===== src/rtl/alu_share_arbiter.sv =====
// alu_share_arbiter
//
// Lets two requesters share one add/subtract datapath. One op is in flight
// at a time. In IDLE a round-robin grant picks a requester and its operands
// are latched onto the datapath inputs. The block then waits LAT edges for
// the datapath's registered q, captures q into that requester's result
// register, and pulses its rsp_valid for one cycle.
//
// Parameters
//   N    operand/result width (must match the datapath)
//   LAT  clock edges from a datapath input change until q reflects it (>= 1)
//
// Ports
//   clk, rst_n                      clock, asynchronous active-low reset
//   reqX_valid/ready                op handshake; ready only in IDLE for the winner
//   reqX_op/cin/a/b                 op (0 add, 1 sub), carry-in, operands
//   rspX_valid                      one-cycle pulse when rspX_data is new
//   rspX_data                       last result for requester X (held)
//   dp_a/dp_b/dp_cin/dp_op          drive the shared datapath inputs
//   dp_q                            datapath result
//   busy                            high whenever an op is in flight

module alu_share_arbiter #(
  parameter int N   = 8,
  parameter int LAT = 1
) (
  input  logic         clk,
  input  logic         rst_n,
  input  logic         req0_valid,
  output logic         req0_ready,
  input  logic         req0_op,
  input  logic         req0_cin,
  input  logic [N-1:0] req0_a,
  input  logic [N-1:0] req0_b,
  input  logic         req1_valid,
  output logic         req1_ready,
  input  logic         req1_op,
  input  logic         req1_cin,
  input  logic [N-1:0] req1_a,
  input  logic [N-1:0] req1_b,
  output logic         rsp0_valid,
  output logic [N-1:0] rsp0_data,
  output logic         rsp1_valid,
  output logic [N-1:0] rsp1_data,
  output logic [N-1:0] dp_a,
  output logic [N-1:0] dp_b,
  output logic         dp_cin,
  output logic         dp_op,
  input  logic [N-1:0] dp_q,
  output logic         busy
);

  // Wide enough to hold LAT itself.
  localparam int CW = (LAT < 1) ? 1 : $clog2(LAT + 1);

  typedef enum logic [1:0] {
    IDLE = 2'd0,
    WAIT = 2'd1,
    DONE = 2'd2
  } state_t;

  state_t         state_reg;
  state_t         state_next;
  logic           last_reg;    // requester granted most recently
  logic           owner_reg;   // requester whose op is in flight
  logic [CW-1:0]  count_reg;
  logic [N-1:0]   dp_a_reg;
  logic [N-1:0]   dp_b_reg;
  logic           dp_cin_reg;
  logic           dp_op_reg;

  logic           grant0;
  logic           grant1;
  logic           accept;
  logic           winner;
  logic           capture;
  logic [N-1:0]   rsp_data [2];
  logic           rsp_valid [2];

  // A lone valid wins outright; on a tie the requester that did not win
  // last time goes first. last_reg resets to 1 so requester 0 wins the
  // first tie.
  assign grant0 = req0_valid & (~req1_valid | last_reg);
  assign grant1 = req1_valid & (~req0_valid | ~last_reg);

  assign req0_ready = (state_reg == IDLE) & grant0;
  assign req1_ready = (state_reg == IDLE) & grant1;

  assign accept  = req0_ready | req1_ready;
  assign winner  = req1_ready;
  // Counter has run down: dp_q now reflects the latched operands.
  assign capture = (state_reg == WAIT) && (count_reg == '0);

  always_comb begin
    state_next = state_reg;
    case (state_reg)
      IDLE:    if (accept) state_next = WAIT;
      WAIT:    if (capture) state_next = DONE;
      DONE:    state_next = IDLE;
      default: state_next = IDLE;
    endcase
  end

  always_ff @(posedge clk or negedge rst_n) begin
    if (!rst_n) begin
      state_reg  <= IDLE;
      last_reg   <= 1'b1;
      owner_reg  <= 1'b0;
      count_reg  <= '0;
      dp_a_reg   <= '0;
      dp_b_reg   <= '0;
      dp_cin_reg <= 1'b0;
      dp_op_reg  <= 1'b0;
    end else begin
      state_reg <= state_next;
      if (accept) begin
        // Operands are sampled only here; later input changes are ignored
        // and the datapath inputs stay put until the next accept.
        owner_reg  <= winner;
        last_reg   <= winner;
        count_reg  <= CW'(LAT);
        dp_a_reg   <= winner ? req1_a   : req0_a;
        dp_b_reg   <= winner ? req1_b   : req0_b;
        dp_cin_reg <= winner ? req1_cin : req0_cin;
        dp_op_reg  <= winner ? req1_op  : req0_op;
      end else if ((state_reg == WAIT) && (count_reg != '0)) begin
        count_reg <= count_reg - 1'b1;
      end
    end
  end

  // Per-requester result register and response pulse.
  generate
    for (genvar gi = 0; gi < 2; gi++) begin : g_rsp
      logic [N-1:0] data_reg;

      always_ff @(posedge clk or negedge rst_n) begin
        if (!rst_n) begin
          data_reg <= '0;
        end else if (capture && (owner_reg == 1'(gi))) begin
          data_reg <= dp_q;
        end
      end

      assign rsp_data[gi]  = data_reg;
      assign rsp_valid[gi] = (state_reg == DONE) && (owner_reg == 1'(gi));
    end
  endgenerate

  assign rsp0_data  = rsp_data[0];
  assign rsp1_data  = rsp_data[1];
  assign rsp0_valid = rsp_valid[0];
  assign rsp1_valid = rsp_valid[1];

  assign dp_a   = dp_a_reg;
  assign dp_b   = dp_b_reg;
  assign dp_cin = dp_cin_reg;
  assign dp_op  = dp_op_reg;
  assign busy   = (state_reg != IDLE);

endmodule


===== config.mk =====
export PLATFORM = sky130hd
export DESIGN_NAME = alu_share_arbiter
export DESIGN_NICKNAME = d
export VERILOG_FILES = /design/src/rtl/alu_share_arbiter.sv
export SDC_FILE = /design/constraint.sdc
export NUM_CORES = 1
export LEC_CHECK = 0
export BUFFER_PORTS_ARGS = -buffer_cell sky130_fd_sc_hd__buf_2
export CORE_ASPECT_RATIO = 0.7
export CORE_MARGIN = 2
export CORE_UTILIZATION = 30
export CTS_BUF_LIST = sky130_fd_sc_hd__clkbuf_8
export CTS_CLUSTER_DIAMETER = 80
export CTS_CLUSTER_SIZE = 14
export DETAILED_ROUTE_END_ITERATION = 16
export SYNTH_ARGS = -nofsm -noshare
export SYNTH_HDL_FRONTEND = slang
export SYNTH_SLANG_ARGS = --single-unit

===== constraint.sdc =====
create_clock -name clk -period 1.5 [get_ports clk]
set_input_delay 0.075 -clock clk [delete_from_list [all_inputs] [get_ports clk]]
set_output_delay 0.075 -clock clk [all_outputs]
set_load 0.02 [all_outputs]

* After elaboration in Yosys (flattened, before gate mapping)
Cells that the tools add are included.
** Operators by class
- $mul :: 0
- Mux-type cells :: 9
- $add $sub $neg :: 1
- Order comparisons :: 0
- Shifts and indexed selects :: 0
- Bitwise gates (word level) :: 12
- Reductions and logical operators :: 10
- Equal/unequal tests :: 4
- Div/mod/pow operators :: 0
** Operators by type and width (count)
- $mux 8 :: 2
- $logic_and 1x1->1 :: 6
- $not 1->1 :: 5
- $and 1x1->1 :: 4
- $mux 1 :: 4
- $mux 2 :: 2
- $ne 2x2->1 const B :: 2
- $pmux 2 s2 :: 1
- $reduce_bool 2->1 :: 2
- $or 1x1->1 :: 3
- $eq 2x1->1 const B :: 1
- $eq 2x2->1 const B :: 1
- $logic_not 2->1 :: 1
- $reduce_and 2->1 :: 1
- $sub 1x1->1 const B :: 1
** Word-level totals
- Memory bits (read-only) :: 0
- Input bits :: 48
- Bits in writable memories :: 0
- Word-level logic and storage cells :: 46
- Latch bits :: 0
- Memories :: 0
- Register bits :: 39

* Logic depth before layout (Yosys ltp)
Gate-level depths: netlist of run 1.
- Depth after elaboration :: 7
- Mapped depth :: 5
- Depth with buffers taken out :: 3

* Worst setup path after synthesis of run 1
No wires, ideal clock.
- Path kind :: register -> register
- Start point :: register state_reg[0]
- End point :: register owner_reg
- Data arrival time :: 1.480 ns
- Cell stages (with the launch flop) :: 5
- Clock period less this slack :: 1.630 ns
- Required time :: 1.350 ns
- Buffers on the path :: 1
- Setup time :: 0.150 ns
- Setup slack :: -0.130 ns
- Path through :: dfrtp_1 > or2_1 > clkbuf_1 > nor3_1 > nor2_1
** On the way
- Word-level cells in the longest chain between the ends :: 3
- Elaborated cells on any way between the ends :: 4
** RTL lines
- start: declaration :: RTL line 62 : state_t state_reg;
- start signal: assignment :: RTL line 115 : state_reg <= state_next;
- $logic_not 2->1 :: RTL line 86 : assign req0_ready = (state_reg == IDLE) & grant0;
- $and 1x1->1 :: RTL line 86
- via req0_ready :: RTL line 30 : output logic req0_ready,
- $or 1x1->1 :: RTL line 89 : assign accept = req0_ready | req1_ready;
- end signal: assignment :: RTL line 119 : owner_reg <= winner;
- end: declaration :: RTL line 65 : logic owner_reg;
The timed path passes the listed nets, and every way through them passes these cells.
A chain may end at the register's enable or synchronous reset.

* Final worst setup path of run 1
- Start point :: register state_reg[1]
- End point :: register g_rsp[0].data_reg[4] (netlist: rsp0_data[4])
** On the way
- Word-level cells in the longest chain between the ends :: 3
** RTL lines
- $eq 2x1->1 :: RTL line 92 : assign capture = (state_reg == WAIT) && (count_reg == '0);
- $logic_and 1x1->1 :: RTL line 92
- $logic_and 1x1->1 :: RTL line 140 : end else if (capture && (owner_reg == 1'(gi))) begin
- end signal: assignment :: RTL line 141 : data_reg <= dp_q;
- end: declaration :: RTL line 135 : logic [N-1:0] data_reg;
No other way between the ends.

==> summary.md, run 1 <==
| Metric | Value |
|---|---|
| Status | finished, violations left |
| Failing checks | setup timing |
| ANT nets after route | 0 |
| H-tree Lvls | 2 |
| Tmin final | 1.532 ns |
| Area leader, netlist | dfrtp_1 |
| Worst hold endpoint | dp_a[1]$_DFFE_PN0P_ |
| Final worst-path cycle share | 1.021 |
| Later-pin clock latency in the skew report | roughly 0.28 ns |
| Data required time of the worst path | 1.67 ns |
| VDD IR max | around 0.77 mV |
| First-pass GRT wire length | between 8000 and 9000 um |
| Setup Crit Path Kind | register to register |
| Max Freq | 0.6529 GHz |
| HP Class | input port to register |
| Drt via density | about 4.7 |
| Setup TNS | -0.2560 ns |
| Setup violations, final | 10 |
| Drt pass-1 iters | 4 |
| Top post-synthesis cells by area | dfrtp_1 (52%), mux2_2 (9.8%), o311ai_2 (8.0%) |
| Critical Path AT | 1.70 ns |
| Sequential cell area | between 900 and 1000 um^2 |
| Commonest non-fill, non-tap cells in the layout | buf_2 (83), dfrtp_1 (38), inv_1 (20) |
| Syn Std Cell Area | 1834 um^2 |
| I/O Pins | 87 |
| Clock-pin transition on the worst setup and hold timing paths | 0.08 ns |
| Largest net degree at the start of global routing | 25 |
| Power, Total | around 0.0064 W |
| Nets | 313 |
| Port bufs | 86 |
| FF-to-FF setup slack | -0.03 ns |
| PwrDens | 2323 nW/um^2 |
| Sequential share of the synthesized area | 0.5327 |
| Initial antenna violation count | 0 |
| Final Util | 0.4718 |
| Inserted Diodes | 0 |
| DIE HEIGHT | between 60 and 70 um |
| Hold Path Stages | 3 |
| Area share of the largest cell type after synthesis | 0.5184 |
| Pre-CTS WS | roughly 0.024 ns |
| Commonest non-fill, non-tap cell in the layout | buf_2 |
| Post-DP HPWL | around 3400 um |
| Fin. max-slew vios | 0 |
| Row Count | 23 |
| Yosys reg bits | 39 |
| Min-Delay Startpoint | req1_a[1] |
| CTS buffer count | 5 |
| Worst Max-Slew Pin Slew | roughly 0.57 ns |
| Final Hold Fails | 0 |
| CORE AREA | just under 6000 um^2 |
| LEAKAGE | 1.369 nW |
| Routed vias | 1,617 |
| Die width | between 90 and 100 um |
| CTS tree | yes |
| Worst Setup Start Kind | register |
| CP max FO | 8 |
| Initial core utilization | 0.3155 |
| Number of max-cap violations | 0 |
| Mapped Nets | between 200 and 250 |
| Setup WS post-layout | -0.03158 ns |
| FF-to-FF End | rsp0_data[4]$_DFFE_PN0P_ |
| Worst Skew | 0.003658 ns |
| All-layer global routing usage | 0.1480 |
| Clock sinks | 39 |
| WHS | approximately 0.032 ns |
| DIE AREA | slightly below 7000 um^2 |
| Synthesis Warnings | 0 |
| Area of the multi-input gates | ~830 um^2 |
| Library cells used by synthesis | 24 |
| DR WL/cell | roughly 15 um |
| Filler Cell Count | around 580 |
| Syn Area/Cell | approximately 11 um^2 |
| RSZ-0062 raised after global routing | true |
| R2R cell count | 5 |
| R2r startpoint | state_reg[1]$_DFFE_PN0P_ |
| Vias in the first global route | ~1,700 |
| Gate Count Post-Synth | 162 |
| Area grow syn2layout | 49.52% |
| GRT overflow | 0 |
| Ratio of cells with drive above 1 in the final layout | 0.5639 |
| Initial DRC Count | 70 |
| Total routed wirelength | roughly 5100 um |
| CP endpoint kind | register |
| DRC Markers | 0 |
| Relative slew slack | 0.6217 |
| CTS root buf | clkbuf_8 |
| Longest Clk Path Bufs | 2 |
| GPL Wtd Cong | 0.7388 |
how the worst max path moves through the flow:
stage	slack (ns)	cells past startpoint	end	startpoint
global route	-0.11	5	rsp0_data[6]$_DFFE_PN0P_	state_reg[1]$_DFFE_PN0P_
detailed placement	0.02	3	dp_a[3]$_DFFE_PN0P_	state_reg[1]$_DFFE_PN0P_
global placement	0.08	4	rsp0_data[4]$_DFFE_PN0P_	state_reg[1]$_DFFE_PN0P_
floorplan	0.08	4	owner_reg$_DFFE_PN0P_	state_reg[0]$_DFFE_PN0P_
finish	-0.03	5	rsp0_data[4]$_DFFE_PN0P_	state_reg[1]$_DFFE_PN0P_
CTS	-0.02	4	req0_ready	state_reg[1]$_DFFE_PN0P_
kinds of logic after synthesis:
family / synth area share
flops: 0.5327
mux: 0.09822
buf+inv: 0.07981
simple gates: 0.1119
compound gates: 0.1774
power by group:
| part | internal (W) | switching (W) |
|---|---|---|
| clock network | 0.000318 | 0.000355 |
| registers | 0.00162 | 0.000331 |
| logic | 0.00183 | 0.00192 |
| total | 0.00376 | 0.00261 |
routing by layer:
layer	global-route usage	up-vias	routed length (um)
li1	-	778	-
met1	0.2111	767	2573
met2	0.2199	65	2126
met3	0.05040	7	355
met4	0.02932	0	42
met5	0	-	0
worst max-delay path: stages (launching register included):
cell	delay, ns
dfrtp_1	0.42
buf_6	0.14
nor3b_4	0.22
nor2b_4	0.19
buf_8	0.15
mux2_4	0.30
cells in the mapped netlist:
master	n
and2_1	2
and3_1	1
buf_2	6
buf_4	1
buf_6	2
clkbuf_1	3
dfrtp_1	38
dfstp_2	1
inv_1	20
mux2_2	16
nand2_1	3
nand2b_1	1
nand3_1	18
nand3b_1	1
nor2_1	3
nor2b_1	2
nor3_1	1
nor3b_1	2
nor3b_2	1
o21ai_0	20
o311ai_1	9
o311ai_2	9
or2_1	1
or2_4	1
repair_timing:
item | 4_1_cts | 5_1_grt
gates resized for setup | 8 | 34
cloned | 1 | 1
buffers inserted | 7 | 1
pin swaps | 5 | 5
endpoints found under the hold margin | 21 | 0
setup endpoints to repair | 2 | 37
hold buffers | 1 | 0
metrics by stage:
step	std cells	area (um^2)
finish	341	2743
floorplan	162	1839
CTS	341	2641
global route	341	2743
detailed placement	324	2432
global placement	324	2432
layout make-up:
type,count,area share
repair buffers,107,0.2486
flip-flops and latches,39,0.3563
well taps,75,0.03422
multi-input cells,92,0.3029
clock buffers,5,0.02509
clock inverters,3,0.005474
inverters,20,0.02737
Power figures use the tool's default switching activity.
==> run 2, diff against run 1 <==
==> constraint.sdc (replaced) <==
create_clock -name clk -period 1.23 [get_ports clk]
set_input_delay 0.3075 -clock clk [delete_from_list [all_inputs] [get_ports clk]]
set_output_delay 0.3075 -clock clk [all_outputs]
set_load 0.02 [all_outputs]
==> run 2 against run 1 <==
The run still ends with setup timing left. Largest cell class unchanged. Critical path depth fell by 1. Largest power group unchanged. Clock skew rose by 0.0038 ns. Worst setup slack worse by 0.40 ns. Global-route usage is 0.95 points higher. First-iteration DRC count decreased by 19%. Design area rose by 2.9%. Via count is 1.2% higher. Total power is 23% higher. Die area stayed put. Sequential power up 22%. Utilization grew 1.4 points. Clock power grew 20%.
==> summary.md, run 2 (synthesis gave the netlist of run 1 again) <==
| Metric | Value |
|---|---|
| Longest Clk Path Bufs | 2 (unchanged) |
| I/O Pins | 87 (unchanged) |
| Worst Max-Slew Pin Slew | 0.3312 ns (-0.2363 ns) |
| Later-pin clock latency in the skew report | 0.28 ns (about the same) |
| Initial DRC Count | 57 (-19%) |
| Total routed wirelength | 5374 um (+5.4%) |
| Filler Cell Count | 572 (-0.87%) |
| Critical Path AT | 1.36 ns (-0.34 ns) |
| Failing checks | setup timing |
| CP max FO | 4 (-4) |
| HP Class | input port to register |
| Nets | 319 (+1.9%) |
| CTS buffer count | 5 (unchanged) |
| DIE HEIGHT | 69.42 um (unchanged) |
| Clock-pin transition on the worst setup and hold timing paths | 0.07 ns (about the same) |
| Final worst-path cycle share | 1.354 |
| Commonest non-fill, non-tap cell in the layout | buf_2 |
| GPL Wtd Cong | 0.8090 (+9.5%) |
| Data required time of the worst path | 0.92 ns (-0.75 ns) |
| CTS root buf | clkbuf_8 |
| ANT nets after route | 0 (unchanged) |
| Routed vias | 1,637 (+1.2%) |
| Initial core utilization | 0.3155 (unchanged) |
| Die width | 97.46 um (unchanged) |
| VDD IR max | 0.9050 mV (+17%) |
| GRT overflow | 0 (unchanged) |
| Tmin final | 1.666 ns |
| Largest net degree at the start of global routing | 21 (-16%) |
| Slowest CP cell | dfrtp_1 |
| Status | finished, violations left |
| Worst Skew | 0.007476 ns (+0.003818 ns) |
| Critical path's largest stage delay | 0.41 ns (about the same) |
| CORE AREA | 5813 um^2 (unchanged) |
| Vias in the first global route | 1,677 (+1.3%) |
| Top delay family on crit path | flip-flops |
| Pre-CTS WS | -0.2555 ns (-0.2795 ns) |
| Setup Crit Path Kind | register to output pin |
| DIE AREA | 6766 um^2 (unchanged) |
| CP endpoint kind | output pin |
| Relative slew slack | 0.7792 (+0.1576) |
| Setup WS post-layout | -0.4360 ns (-0.4044 ns) |
| Power, Total | 0.007823 W (+23%) |
| DRC Markers | 0 (unchanged) |
| Cell count after placement | 331 (+2.2%) |
| Sequential cell area | 977.2 um^2 (unchanged) |
| Drt via density | 4.718 (-0.51%) |
| Number of max-cap violations | 0 (unchanged) |
| Drt pass-1 iters | 4 (unchanged) |
| Setup violations, final | 41 (+31) |
| Worst Path Buf+Inv | 2 (unchanged) |
| H-tree Lvls | 2 (unchanged) |
| Area grow syn2layout | 53.89% |
| Port bufs | 86 (unchanged) |
| Inserted Diodes | 0 (unchanged) |
| Ratio of cells with drive above 1 in the final layout | 0.5956 (+0.03168) |
| CTS tree | yes |
| Clock sinks | 39 (unchanged) |
| Fin cells | 347 (+1.8%) |
| RSZ-0062 raised after global routing | true |
| Post-DP HPWL | 3740 um (+8.7%) |
| Worst Setup Start Kind | register |
| Final Hold Fails | 0 (unchanged) |
| Cells along the critical path | buf_4, nor3b_4, and2_4, buf_6 |
| Commonest non-fill, non-tap cells in the layout | buf_2 (81), dfrtp_1 (38), buf_4 (22) |
| First-pass GRT wire length | 8597 um (+5.7%) |
| Final Util | 0.4856 (+0.01377) |
| Initial antenna violation count | 0 (unchanged) |
| All-layer global routing usage | 0.1575 (+0.009512) |
| Final instance area | 2823 um^2 (+2.9%) |
| DR WL/cell | 15.49 um (+3.6%) |
| DP Area | 2521 um^2 (+3.7%) |
| PwrDens | 2771 nW/um^2 (+19%) |
| Area of the multi-input gates | 862.1 um^2 (+3.8%) |
| Max Freq | between 0.6 and 0.7 GHz |
| Fin. max-slew vios | 0 (unchanged) |
| Row Count | 23 (unchanged) |
| LEAKAGE | 1.404 nW (+2.6%) |
==> run 2: cell type report <==
type,count,share of cell area
Clock buffer,5,0.02438
Clock inverter,3,0.004433
Inverter,20,0.02660
Multi-Input combinational cell,91,0.3054
Sequential cell,39,0.3462
Tap cell,75,0.03324
Timing Repair Buffer,114,0.2598
==> run 2: worst reg2reg max path, cell delays in order (launching register included) <==
cell and delay, ns:
dfrtp_1 0.42, buf_4 0.15, nor3b_2 0.24, and2_1 0.19, buf_4 0.16, mux2_4 0.30
==> run 2: report_power, final <==
| part | total (W) | switching, W | internal, W |
|---|---|---|---|
| Sequential | 0.00237 | 0.000401 | 0.00197 |
| Combinational | 0.00464 | 0.00242 | 0.00222 |
| Clock | 0.000808 | 0.000426 | 0.000381 |
==> run 2: stage by stage <==
| step | hold WS (ns) | setup TNS [ns] |
|---|---|---|
| 6_report | 0.2634 | -10.64 |
| 5_1_grt | 0.2647 | -13.39 |
| 4_1_cts | 0.2520 | -10.18 |
| 3_5_place_dp | 0.1718 | -7.730 |
| 3_3_place_gp | 0.1748 | -6.631 |
| 2_1_floorplan | 0.01191 | -3.614 |
==> run 2: metal layers <==
metal,share of wire,up-vias,global-route usage
li1,-,795,-
met1,0.49,762,0.2338
met2,0.44,75,0.2337
met3,0.072,5,0.03831
met4,0.0065,0,0.03241
met5,0,-,0
==> run 2: path summary, 6_finish.rpt <==
| path | startpoint | endpoint | slack (ns) | cells past startpoint |
|---|---|---|---|---|
| max | state_reg[0]$_DFFE_PN0P_ | req1_ready | -0.44 | 4 |
| max in group asynchronous | rst_n | dp_a[7]$_DFFE_PN0P_ | 0.32 | 3 |
| min in group asynchronous | rst_n | state_reg[0]$_DFFE_PN0P_ | 0.45 | 2 |
| max reg2reg | state_reg[1]$_DFFE_PN0P_ | rsp1_data[4]$_DFFE_PN0P_ | -0.34 | 5 |
| min reg2reg | count_reg$_DFFE_PN0P_ | state_reg[1]$_DFFE_PN0P_ | 0.47 | 1 |
| min | req1_a[4] | dp_a[4]$_DFFE_PN0P_ | 0.26 | 3 |
==> run 2: repair_timing <==
item / CTS / global route
endpoints found under the setup margin: 42 / 43
buffers inserted: 4 / 2
hold endpoints to repair: 6 / 0
hold buffers: 1 / 0
gates resized for setup: 33 / 5
pin swaps: 4 / 2
gates cloned: 0 / 2
==> run 3, diff against run 2 <==
--- a/config.mk
+++ b/config.mk
@@ -8,11 +8,12 @@
 export BUFFER_PORTS_ARGS = -buffer_cell sky130_fd_sc_hd__buf_2
 export CORE_ASPECT_RATIO = 0.7
 export CORE_MARGIN = 2
-export CORE_UTILIZATION = 30
+export CORE_UTILIZATION = 43
 export CTS_BUF_LIST = sky130_fd_sc_hd__clkbuf_8
 export CTS_CLUSTER_DIAMETER = 80
 export CTS_CLUSTER_SIZE = 14
 export DETAILED_ROUTE_END_ITERATION = 16
+export PLACE_DENSITY = 0.78
 export SYNTH_ARGS = -nofsm -noshare
 export SYNTH_HDL_FRONTEND = slang
 export SYNTH_SLANG_ARGS = --single-unit
==> run 3 against run 2 <==
The run still ends with setup timing left. Global-route usage up 9.3 points. Total power up 17%. Sequential share of layout area down 3.0 points. Count of clock-buffer cells in the layout unchanged. Design area up 9.7%. Wire length up 19%. Die area down 29%.
==> summary.md, run 3 (synthesis gave the netlist of run 1 again) <==
| Metric | Value |
|---|---|
| Largest net degree at the start of global routing | 29 (+38%) |
| GPL Wtd Cong | 0.8455 (+4.5%) |
| Nets | 323 (+1.3%) |
| Commonest non-fill, non-tap cell in the layout | buf_2 |
| CP max FO | 4 (unchanged) |
| Later-pin clock latency in the skew report | 0.29 ns (about the same) |
| LEAKAGE | 1.487 nW (+5.9%) |
| Ratio of cells with drive above 1 in the final layout | 0.6377 (+0.04209) |
| Tmin final | 1.705 ns (+0.03877 ns) |
| Final worst-path cycle share | 1.386 (+0.03152) |
| Area grow syn2layout | 68.76% |
| All-layer global routing usage | 0.2509 (+0.09338) |
| Status | finished, violations left |
| Worst Setup Start Kind | register |
| Clock sinks | 39 (unchanged) |
| Fin cells | 328 (-5.5%) |
| Worst Skew | 0.01061 ns (+0.003131 ns) |
| Row Count | 19 (-17%) |
| Number of max-cap violations | 0 (unchanged) |
| CTS tree | yes |
| Setup TNS | -14.60 ns (-3.959 ns) |
| I/O Pins | 87 (unchanged) |
| Final Hold Fails | 0 (unchanged) |
| Initial core utilization | 0.4566 (+0.1410) |
| Worst hold endpoint | rsp0_data[1]$_DFFE_PN0P_ |
| Clock-pin transition on the worst setup and hold timing paths | 0.08 ns (about the same) |
| HP Class | input port to register |
| H-tree Lvls | 2 (unchanged) |
| CP endpoint kind | output pin |
| Total routed wirelength | 6408 um (+19%) |
| Drt via density | 5.750 (+22%) |
| RSZ-0062 raised after global routing | true |
| Commonest non-fill, non-tap cells in the layout | buf_2 (81), dfrtp_1 (37), inv_1 (20) |
| Relative slew slack | 0.6403 (-0.1389) |
| DRC Markers | 0 (unchanged) |
| FF-to-FF setup slack | -0.39 ns (-0.05 ns) |
| Fin. max-slew vios | 0 (unchanged) |
| Setup violations, final | 43 (+4.9%) |
| Min-Delay Startpoint | dp_q[1] |
| GRT overflow | 0 (unchanged) |
| Filler Cell Count | 237 (-59%) |
| Setup WS post-layout | -0.4748 ns (-0.03877 ns) |
| Setup Crit Path Kind | register to output pin |
| R2R cell count | 7 (+2) |
| Hold Path Stages | 2 (-1) |
| CTS root buf | clkbuf_8 |
| Area of the multi-input gates | 1097 um^2 (+27%) |
| Initial antenna violation count | 0 (unchanged) |
| Initial DRC Count | 127 (+120%) |
| R2r startpoint | state_reg[0]$_DFFE_PN0P_ |
| FF-to-FF End | dp_a[1]$_DFFE_PN0P_ |
| Port bufs | 86 (unchanged) |
| DIE AREA | 4813 um^2 (-29%) |
| ANT nets after route | 0 (unchanged) |
| Die width | 82.07 um (-16%) |
| Drt pass-1 iters | 4 (unchanged) |
| Failing checks | setup timing |
| Inserted Diodes | 0 (unchanged) |
| Vias in the first global route | 1,748 (+4.2%) |
| Worst Max-Slew Pin Slew | 0.5375 ns (+0.2063 ns) |
| VDD IR max | 1.589 mV (+76%) |
| Cell count after placement | 305 (-7.9%) |
| WHS | 0.2672 ns (+0.003807 ns) |
| DR WL/cell | 19.54 um (+26%) |
| Pre-CTS WS | -0.2966 ns (-0.04106 ns) |
| DIE HEIGHT | 58.65 um (-16%) |
| PwrDens | 2965 nW/um^2 (+7.0%) |
| CORE AREA | 4018 um^2 (-31%) |
| Post-DP HPWL | 3516 um (-6.0%) |
| CTS buffer count | 5 (unchanged) |
| Routed vias | 1,886 (+15%) |
| First-pass GRT wire length | 8818 um (+2.6%) |
| Max Freq | 0.5866 GHz (-2.3%) |
| Sequential cell area | 978.4 um^2 (+0.13%) |
| Data required time of the worst path | 0.92 ns (about the same) |
| Critical Path AT | 1.40 ns (+0.04 ns) |
| Longest Clk Path Bufs | 2 (unchanged) |
-- run 3: cell count changes in the layout (fill, tap and decap cells not counted), sizes merged --
cell / previous run / this run
clkbuf: 7 / 6
inv: 22 / 21
or2: 2 / 5
clkinvlp: 0 / 1
buf: 111 / 113
-- run 3: metrics by stage --
stage	utilization	area, um^2	power (W)
detailed placement	0.6210	2495	0.006367
global route	0.7705	3095	0.009568
CTS	0.6942	2789	0.007900
floorplan	-	1939	0.005127
global placement	0.6210	2495	0.006255
finish	0.7705	3095	0.009179
-- run 3: routing by layer --
layer / wire (um) / global-route usage / part of all wire
met2: 3123 / 0.3868 / 0.49
met1: 2637 / 0.3623 / 0.41
met5: 0 / 0 / 0
met3: 455 / 0.05521 / 0.071
met4: 191 / 0.06429 / 0.030
-- run 3: timing repair --
action | CTS | global route
endpoints found under the setup margin | 43 | 43
endpoints found under the hold margin | 10 | 0
resized for setup | 34 | 50
hold buffers | 1 | 0
pin swaps | 7 | 18
gates cloned | 4 | 1
setup buffers | 9 | 4
-- run 3: cell type report --
cell class	count	area share
clock inverter	3	0.005255
inverter	20	0.02425
sequential	39	0.3161
clock buffer	5	0.02223
timing repair buffer	115	0.2567
multi-input combinational	94	0.3545
tap	52	0.02102
-- run 3: worst max path at each step --
stage	from	endpoint	slack, ns	depth (start not counted)
3_3_place_gp	state_reg[0]$_DFFE_PN0P_	dp_b[6]$_DFFE_PN0P_	-0.20	3
3_5_place_dp	state_reg[0]$_DFFE_PN0P_	dp_a[5]$_DFFE_PN0P_	-0.30	3
6_report	state_reg[0]$_DFFE_PN0P_	req1_ready	-0.47	4
5_1_grt	state_reg[0]$_DFFE_PN0P_	req1_ready	-0.50	4
4_1_cts	state_reg[1]$_DFFE_PN0P_	req1_ready	-0.42	4
2_1_floorplan	state_reg[0]$_DFFE_PN0P_	req0_ready	-0.19	3
-- run 3: power breakdown --
group / internal, W / total [W] / switching (W)
Sequential: 0.00198 / 0.00245 / 0.000472
Clock: 0.000388 / 0.000837 / 0.000449
Combinational: 0.00285 / 0.00589 / 0.00304
-- run 3: worst max-delay path, cell delays in order (launching register included) --
cell     delay (ns)
dfrtp_1        0.44
buf_6          0.15
nor3b_4        0.21
and2_4         0.19
buf_6          0.11
